`src/rtl/pdu_tx_deparse.sv`:
```
`default_nettype none
// +----------------------------------------------------------------------------+
// | Module   : pdu_tx_deparse                                                  |
// | Function : descriptor-driven TX deparser, byte-swapped flits to Avalon-ST  |
// | Revision : 1.0                                                             |
// +----------------------------------------------------------------------------+
module pdu_tx_deparse #(
  parameter int MAX_PKT_BYTES = 9600,
  parameter int CNT_WIDTH     = 32
) (
  input  logic                 clk,
  input  logic                 rst,
  input  logic                 in_desc_valid,
  input  logic [15:0]          in_desc_size,
  output logic                 in_desc_ready,
  input  logic [511:0]         in_data,
  input  logic                 in_valid,
  output logic                 in_ready,
  output logic [511:0]         out_data,
  output logic                 out_sop,
  output logic                 out_eop,
  output logic [5:0]           out_empty,
  output logic                 out_valid,
  input  logic                 out_ready,
  output logic [CNT_WIDTH-1:0] out_pkt_cnt,
  output logic [CNT_WIDTH-1:0] out_bad_desc_cnt
);

  localparam logic [CNT_WIDTH-1:0] c_cnt_one = CNT_WIDTH'(1);

  typedef enum logic [0:0] {
    S_IDLE   = 1'b0,
    S_STREAM = 1'b1
  } state_t;

  state_t               r_state;
  logic [15:0]          r_flits_left;
  logic [5:0]           r_last_empty;
  logic                 r_first;
  logic [CNT_WIDTH-1:0] r_pkt_cnt;
  logic [CNT_WIDTH-1:0] r_bad_cnt;

  logic [511:0]         r_skid_data  [2];
  logic [5:0]           r_skid_empty [2];
  logic [1:0]           r_skid_sop;
  logic [1:0]           r_skid_eop;
  logic                 r_rd_ptr;
  logic                 r_wr_ptr;
  logic [1:0]           r_occ;

  logic [511:0]         w_swap;
  logic                 w_push;
  logic                 w_pop;
  logic                 w_last_flit;
  logic                 w_desc_hs;
  logic                 w_desc_bad;
  logic [16:0]          w_size_rnd;
  logic [15:0]          w_new_flits;
  logic [5:0]           w_new_empty;

  for (genvar gi = 0; gi < 64; gi++) begin : g_swap
    assign w_swap[8*gi +: 8] = in_data[8*(63-gi) +: 8];
  end

  assign in_ready    = (r_state == S_STREAM) && (r_occ != 2'd2);
  assign w_push      = in_valid && in_ready;
  assign out_valid   = (r_occ != 2'd0);
  assign w_pop       = out_valid && out_ready;
  assign w_last_flit = w_push && (r_flits_left == 16'd1);

  // The last-flit cycle also opens the descriptor port so packets chain without a bubble.
  assign in_desc_ready = !rst && ((r_state == S_IDLE) || w_last_flit);
  assign w_desc_hs     = in_desc_valid && in_desc_ready;
  assign w_desc_bad    = (in_desc_size == 16'd0) ||
                         ({16'd0, in_desc_size} > 32'(MAX_PKT_BYTES));

  assign w_size_rnd  = {1'b0, in_desc_size} + 17'd63;
  assign w_new_flits = 16'(w_size_rnd >> 6);
  assign w_new_empty = 6'd0 - in_desc_size[5:0];

  always_ff @(posedge clk or posedge rst) begin
    if (rst) begin
      r_state      <= S_IDLE;
      r_flits_left <= 16'd0;
      r_last_empty <= 6'd0;
      r_first      <= 1'b0;
      r_bad_cnt    <= '0;
    end else begin
      case (r_state)
        S_IDLE: begin
          if (w_desc_hs) begin
            if (w_desc_bad) begin
              r_bad_cnt <= r_bad_cnt + c_cnt_one;
            end else begin
              r_flits_left <= w_new_flits;
              r_last_empty <= w_new_empty;
              r_first      <= 1'b1;
              r_state      <= S_STREAM;
            end
          end
        end
        S_STREAM: begin
          if (w_push) begin
            r_first      <= 1'b0;
            r_flits_left <= r_flits_left - 16'd1;
            if (w_last_flit) begin
              if (w_desc_hs && !w_desc_bad) begin
                r_flits_left <= w_new_flits;
                r_last_empty <= w_new_empty;
                r_first      <= 1'b1;
              end else begin
                if (w_desc_hs) begin
                  r_bad_cnt <= r_bad_cnt + c_cnt_one;
                end
                r_state <= S_IDLE;
              end
            end
          end
        end
        default: r_state <= S_IDLE;
      endcase
    end
  end

  always_ff @(posedge clk or posedge rst) begin
    if (rst) begin
      for (int i = 0; i < 2; i++) begin
        r_skid_data[i]  <= '0;
        r_skid_empty[i] <= 6'd0;
      end
      r_skid_sop <= 2'b00;
      r_skid_eop <= 2'b00;
      r_rd_ptr   <= 1'b0;
      r_wr_ptr   <= 1'b0;
      r_occ      <= 2'd0;
      r_pkt_cnt  <= '0;
    end else begin
      if (w_push) begin
        r_skid_data[r_wr_ptr]  <= w_swap;
        r_skid_sop[r_wr_ptr]   <= r_first;
        r_skid_eop[r_wr_ptr]   <= (r_flits_left == 16'd1);
        r_skid_empty[r_wr_ptr] <= (r_flits_left == 16'd1) ? r_last_empty : 6'd0;
        r_wr_ptr               <= ~r_wr_ptr;
      end
      if (w_pop) begin
        r_rd_ptr <= ~r_rd_ptr;
        if (out_eop) begin
          r_pkt_cnt <= r_pkt_cnt + c_cnt_one;
        end
      end
      case ({w_push, w_pop})
        2'b10:   r_occ <= r_occ + 2'd1;
        2'b01:   r_occ <= r_occ - 2'd1;
        default: r_occ <= r_occ;
      endcase
    end
  end

  assign out_data         = r_skid_data[r_rd_ptr];
  assign out_sop          = r_skid_sop[r_rd_ptr];
  assign out_eop          = r_skid_eop[r_rd_ptr];
  assign out_empty        = r_skid_empty[r_rd_ptr];
  assign out_pkt_cnt      = r_pkt_cnt;
  assign out_bad_desc_cnt = r_bad_cnt;

endmodule
`default_nettype wire

```
`config.mk`:
```
export PLATFORM = sky130hd
export DESIGN_NAME = pdu_tx_deparse
export DESIGN_NICKNAME = d
export VERILOG_FILES = /design/src/rtl/pdu_tx_deparse.sv
export SDC_FILE = /design/constraint.sdc
export NUM_CORES = 2
export LEC_CHECK = 0
export ABC_AREA = 0
export CAP_MARGIN = 10
export CORE_AREA = 3 3 436 438
export DETAILED_ROUTE_END_ITERATION = 10
export DIE_AREA = 0 0 439 441
export PLACE_DENSITY = 0.57
export SYNTH_ARGS = -nofsm -noshare
export SYNTH_HDL_FRONTEND = slang
export SYNTH_SLANG_ARGS = --single-unit
```
`constraint.sdc`:
```
create_clock -name clk -period 38.5 [get_ports clk]
set_input_delay 5.775 -clock clk [delete_from_list [all_inputs] [get_ports clk]]
set_output_delay 5.775 -clock clk [all_outputs]
set_load 0.02 [all_outputs]
```
Word-level counts from Yosys, hierarchy flattened:

Cells that the tools add are included.
Widths: inputs -> output; s select.

* bits in registers: 1132
* bits of input ports: 533
* logic and storage cells: 118

* add/subtract/negate cells: 7
* magnitude comparators: 7
* equal/unequal tests: 12
* multiplexer cells: 52
* bitwise operators: 5
* reduce and logical (&&, ||, !) cells: 20

Operator list (number)
* $mux 512: 4
* $bwmux 1024: 1
* $demux 512 s1: 1
* $mux 32: 6
* $mux 16: 5
* $add 32x1->32 const B: 2
* $pmux 32 s2: 1
* $mux 6: 10
* $pmux 16 s2: 1
* $add 16x6->17 const B: 1
* $eq 16x1->1 const B: 1
* $gt 16x14->1 const B: 1
* $logic_not 16->1: 1
* $sub 16x1->16 const B: 1
* $mux 1: 14
* $bwmux 12: 1
* $pmux 6 s2: 1
* $ne 2x2->1 const B: 5
* $logic_and 1x1->1: 9
* $ne 2x1->1 const B: 4
* $demux 6 s1: 1
* $reduce_and 6->1: 1
* $sub 1x6->6 const A: 1
* $reduce_and 5->1: 1
* 19 further kinds: 29

Logic depth before layout (Yosys ltp):

* depth in word-level cells: 12
* mapped depth: 10
* mapped depth without buffers: 8

Least setup slack after synthesis:

OpenSTA, ideal clock, no wires.

* kind: input to output
* start: input port rst
* end: output port in_desc_ready
* arrival time: 31.054 ns
* required time: 32.725 ns
* setup slack: 1.671 ns
* cell stages on the path: 2
* buffers on the path: 0
* cell sequence: inv_1 and2_1

* cells in the longest elaborated chain, start to end: 2

Ends and longest elaborated chain
* start, declared: line 12 `input logic rst,`
* $logic_not 1->1 (no line)
* $logic_and 1x1->1: line 72 `assign in_desc_ready = !rst && ((r_state == S_IDLE) || w_last_flit);`
* end, declared: line 15 `output logic in_desc_ready,`

No other way between the ends.

Worst setup path in the final report:

* start: input port in_valid
* end: output port in_desc_ready

* cells in the longest elaborated chain, start to end: 4

Ends and longest elaborated chain
* start, declared: line 17 `input logic in_valid,`
* $logic_and 1x1->1: line 66 `assign w_push = in_valid && in_ready;`
* $logic_and 1x1->1: line 69 `assign w_last_flit = w_push && (r_flits_left == 16'd1);`
* $logic_or 1x1->1: line 72
* $logic_and 1x1->1: line 72

No other way between the ends.

==> results by group <==
Global route
  – First-pass GRT wire length: 257700 um
  – Initial antenna violation count: 54
  – Largest net degree at the start of global routing: 169
  – Gr ovfl total: 0
  – Vias in the first global route: 37157
  – GRT Util Overall: 17.91%

Drt
  – Vias: 35951
  – Post-route ant nets: 0
  – Vias/cell: 4.470
  – Final wirelength: 178800 um
  – Routed len/inst: 22.23 um
  – Starting DRT DRC Count: 1654
  – Post-route DRC: 0
  – DR pass1 iterations: 5

Yosys
  – Syn. warnings: 0
  – Ys flop type: dfrtp_1
  – Distinct cells, synth: 58
  – Synthesized instance count: 4351
  – Synthesized area per cell: 11.34 um^2
  – Post-Syn Area: 49340 um^2
  – Synth Register Bits: 1132
  – Ys async rst share: 100.0%
  – Sequential area share after synthesis: 57.41%
  – Number of synthesized flops with an enable pin: 0
  – Syn Nets: 4891

Cells and area
  – Layout cells sized above 1: 23.74%
  – Fillers: 18406
  – Nets: 5946
  – Area grow syn2layout: 37.25%

Die
  – Core ar.: 187000 um^2
  – Total number of placement rows: 159
  – Chip width: 439 um
  – Starting Density: 26.38%
  – Full die area: 193600 um^2
  – IO Count: 1120
  – Die H: 441 um

Critical path
  – CP peak stage delay: 0.67 ns
  – CP most frequent cell: clkdlybuf4s50_1
  – Critical path arrival: 8.10 ns
  – R2r endpoint: r_skid_data[604]$_DFFE_PP0P_
  – CP Buf/Inv Count: 2
  – Endpoint class of the critical path: output port
  – CP endpoint: in_desc_ready
  – WP depth: 5
  – R2R cell count: 8
  – Worst setup SP type: primary input
  – CP delay by family, top: buffers and inverters
  – CP cell instances: clkdlybuf4s50_1 > and3_1 > a21o_2 > and2_1 > clkdlybuf4s50_1
  – Critical Path Source: in_valid
  – R2r startpoint: r_state$_DFF_PP0_
  – CP Max Fanout: 6
  – Crit Path Class: in2out
  – Slowest stage cell, crit path: clkdlybuf4s50_1
  – Critical path data required time: 32.72 ns
  – Worst R2R Setup Slack: 33.25 ns

Clock network
  – TritonCTS buffer count: 140
  – Hold_buf cts: 0
  – Post-CTS Setup Bufs: 0
  – Depth of the CTS H-tree: 4
  – Post-CTS sizing: 0
  – Max clock buf depth: 3
  – CTS Sinks: 1132
  – Clock transition at path regs: 0.04 ns
  – CTS tree: built
  – Clock Tree Root: clkbuf_16
  – Worst-Skew Late Latency: 0.79 ns

STA
  – WHS: 0.4631 ns
  – Clock skew: 0.03981 ns
  – Final period util: 36.04%
  – Final setup TNS: 0 ns
  – Slew HR: 16.25%
  – Worst Tran Pin Value: 1.256 ns
  – Fmax: 72.06 MHz
  – Hold Fails Final Rpt: 0
  – Final Setup Violations: 0
  – Fin crit period: 13.88 ns
  – Max-slew violations: 0
  – RSZ-0062 raised after global routing: no

Placement
  – Port bufs: 1119
  – Final GP Congestion: 0.8351
  – Final HPWL DP: 127300 um

Power
  – P per Cell Area: 96.16 nW/um^2
  – P_leak: 30.37 nW
  – Max VDD drop: 0.05101 mV

Run status
  – Status: completed

Flow run
  – Number of max-cap violations: 0

Hold path
  – Min-Delay Path Class: reg2reg
-- cells in the mapped netlist (2+ instances only) --
cell | count | area [um^2]
buf_4 | 2 | 15.01
a21oi_1 | 2 | 10.01
a211o_1 | 2 | 17.52
a22oi_1 | 4 | 30.03
or3_1 | 7 | 43.79
a21boi_0 | 2 | 15.01
xnor2_1 | 53 | 464.2
mux2_2 | 1035 | 11650
a31oi_1 | 3 | 18.77
clkbuf_1 | 132 | 495.5
and4_1 | 5 | 43.79
nor4b_1 | 3 | 26.28
mux2i_1 | 5 | 50.05
dfrtp_1 | 1132 | 28330
o21ai_0 | 19 | 95.09
nor4_1 | 4 | 25.02
o31ai_1 | 2 | 15.01
nand4b_1 | 2 | 17.52
xor2_1 | 26 | 227.7
nor2_1 | 32 | 120.1
buf_2 | 102 | 510.5
and3_1 | 16 | 100.1
nand2_1 | 1614 | 6058
nand4_1 | 21 | 131.4
or4_1 | 3 | 22.52
a2bb2oi_1 | 3 | 26.28
buf_1 | 11 | 41.29
nand2b_1 | 2 | 12.51
o21ai_1 | 4 | 20.02
and2_1 | 8 | 50.05
inv_1 | 15 | 56.30
nand3_1 | 34 | 170.2
ha_1 | 7 | 87.58
nor3_1 | 15 | 75.07
-- layout by cell type (no fill, tap or decap), types with 7 or more instances in the layout --
cell | Yosys | layout
nand2_1 | 1614 | 1613
dfrtp_1 | 1132 | 1131
clkdlybuf4s50_1 | 0 | 1119
mux2_2 | 1035 | 1035
clkbuf_16 | 0 | 143
xnor2_1 | 53 | 53
clkbuf_1 | 132 | 38
buf_4 | 2 | 37
nand3_1 | 34 | 34
diode_2 | 0 | 32
nor2_1 | 32 | 31
clkbuf_8 | 0 | 27
xor2_1 | 26 | 26
nand4_1 | 21 | 21
o21ai_0 | 19 | 19
clkinv_2 | 0 | 19
and3_1 | 16 | 16
nor3_1 | 15 | 15
inv_1 | 15 | 14
and2_1 | 8 | 8
or3_1 | 7 | 7
ha_1 | 7 | 7
bufinv_16 | 0 | 7
-- logic make-up (layout without fill, tap and decap cells) --
logic type	after synthesis	count (layout)	synth area share, %
compound gates	51	51	0.7253
xor+xnor	79	79	1.402
fa+ha+maj	7	7	0.1775
buf+inv	263	1427	2.290
flops	1132	1132	57.41
mux	1040	1040	23.72
other cells	0	32	0
simple gates	1779	1779	14.27
-- sequential cells by signal, indices dropped and copies added (netlist names) --
name and flops:
r_state 1, r_skid_sop 2, r_wr_ptr 1, out_bad_desc_cnt 32
r_flits_left 16, r_skid_empty 12, out_pkt_cnt 32, r_first 1
r_skid_eop 2, r_rd_ptr 1, r_occ 2, r_skid_data 1024
r_last_empty 6
-- power breakdown --
group / total, mW / internal, mW / switching [mW]
Clock: 1.32 / 0.787 / 0.536
Combinational: 3.19 / 1.51 / 1.68
Sequential: 2.00 / 1.73 / 0.266
-- tightest hold or removal path, delay by kind of cell, from the launching register on --
| family | cells | cell delay (ns) |
|---|---|---|
| simple gates | 2 | 0.10 |
| flops | 1 | 0.33 |
-- stage by stage --
step	area, um^2	utilization, %	cells	setup WS, ns	total power [mW]
floorplan	49340	-	4351	0.8348	3.817
global placement	63000	33.69	7759	24.48	5.175
global route	67700	36.20	8034	24.53	6.875
finish	67720	36.21	8042	24.62	6.512
CTS	67640	36.17	8010	24.49	6.599
detailed placement	63000	33.69	7759	24.50	5.223
-- layer usage --
layer / wire [um] / global-route usage (%) / vias to the layer above / part of all wire (%)
li1: - / - / 16595 / -
met1: 72130 / 21.46 / 18128 / 40
met2: 86870 / 29.16 / 938 / 49
met3: 14050 / 6.642 / 284 / 7.9
met4: 5677 / 6.868 / 6 / 3.2
met5: 44 / 0 / - / 0.025
-- cell type report --
class	instances	area (um^2)	share of cell area, %
Tap cell	2495	3122	4.610
Multi-Input combinational cell	2956	19900	29.39
Sequential cell	1132	28330	41.84
Inverter	15	63.81	0.09423
Timing Repair Buffer	1161	11580	17.10
Antenna cell	32	80.08	0.1183
Clock buffer	208	4093	6.044
Clock inverter	43	544.3	0.8038
-- worst min-delay path by stage --
stage	slack, ns	endpoint	cells after the start	start
after floorplan	0.43	r_skid_eop[0]$_DFFE_PP0P_	2	r_skid_eop[0]$_DFFE_PP0P_
after global placement	0.45	r_skid_eop[0]$_DFFE_PP0P_	2	r_skid_eop[0]$_DFFE_PP0P_
after detailed placement	0.46	out_bad_desc_cnt[31]$_DFFE_PP0P_	1	out_bad_desc_cnt[31]$_DFFE_PP0P_
after CTS	0.47	r_skid_data[814]$_DFFE_PP0P_	2	r_skid_data[814]$_DFFE_PP0P_
after global routing	0.48	r_skid_data[691]$_DFFE_PP0P_	2	r_skid_data[691]$_DFFE_PP0P_
final	0.46	r_skid_data[814]$_DFFE_PP0P_	2	r_skid_data[814]$_DFFE_PP0P_
Power figures use the tool's default switching activity.
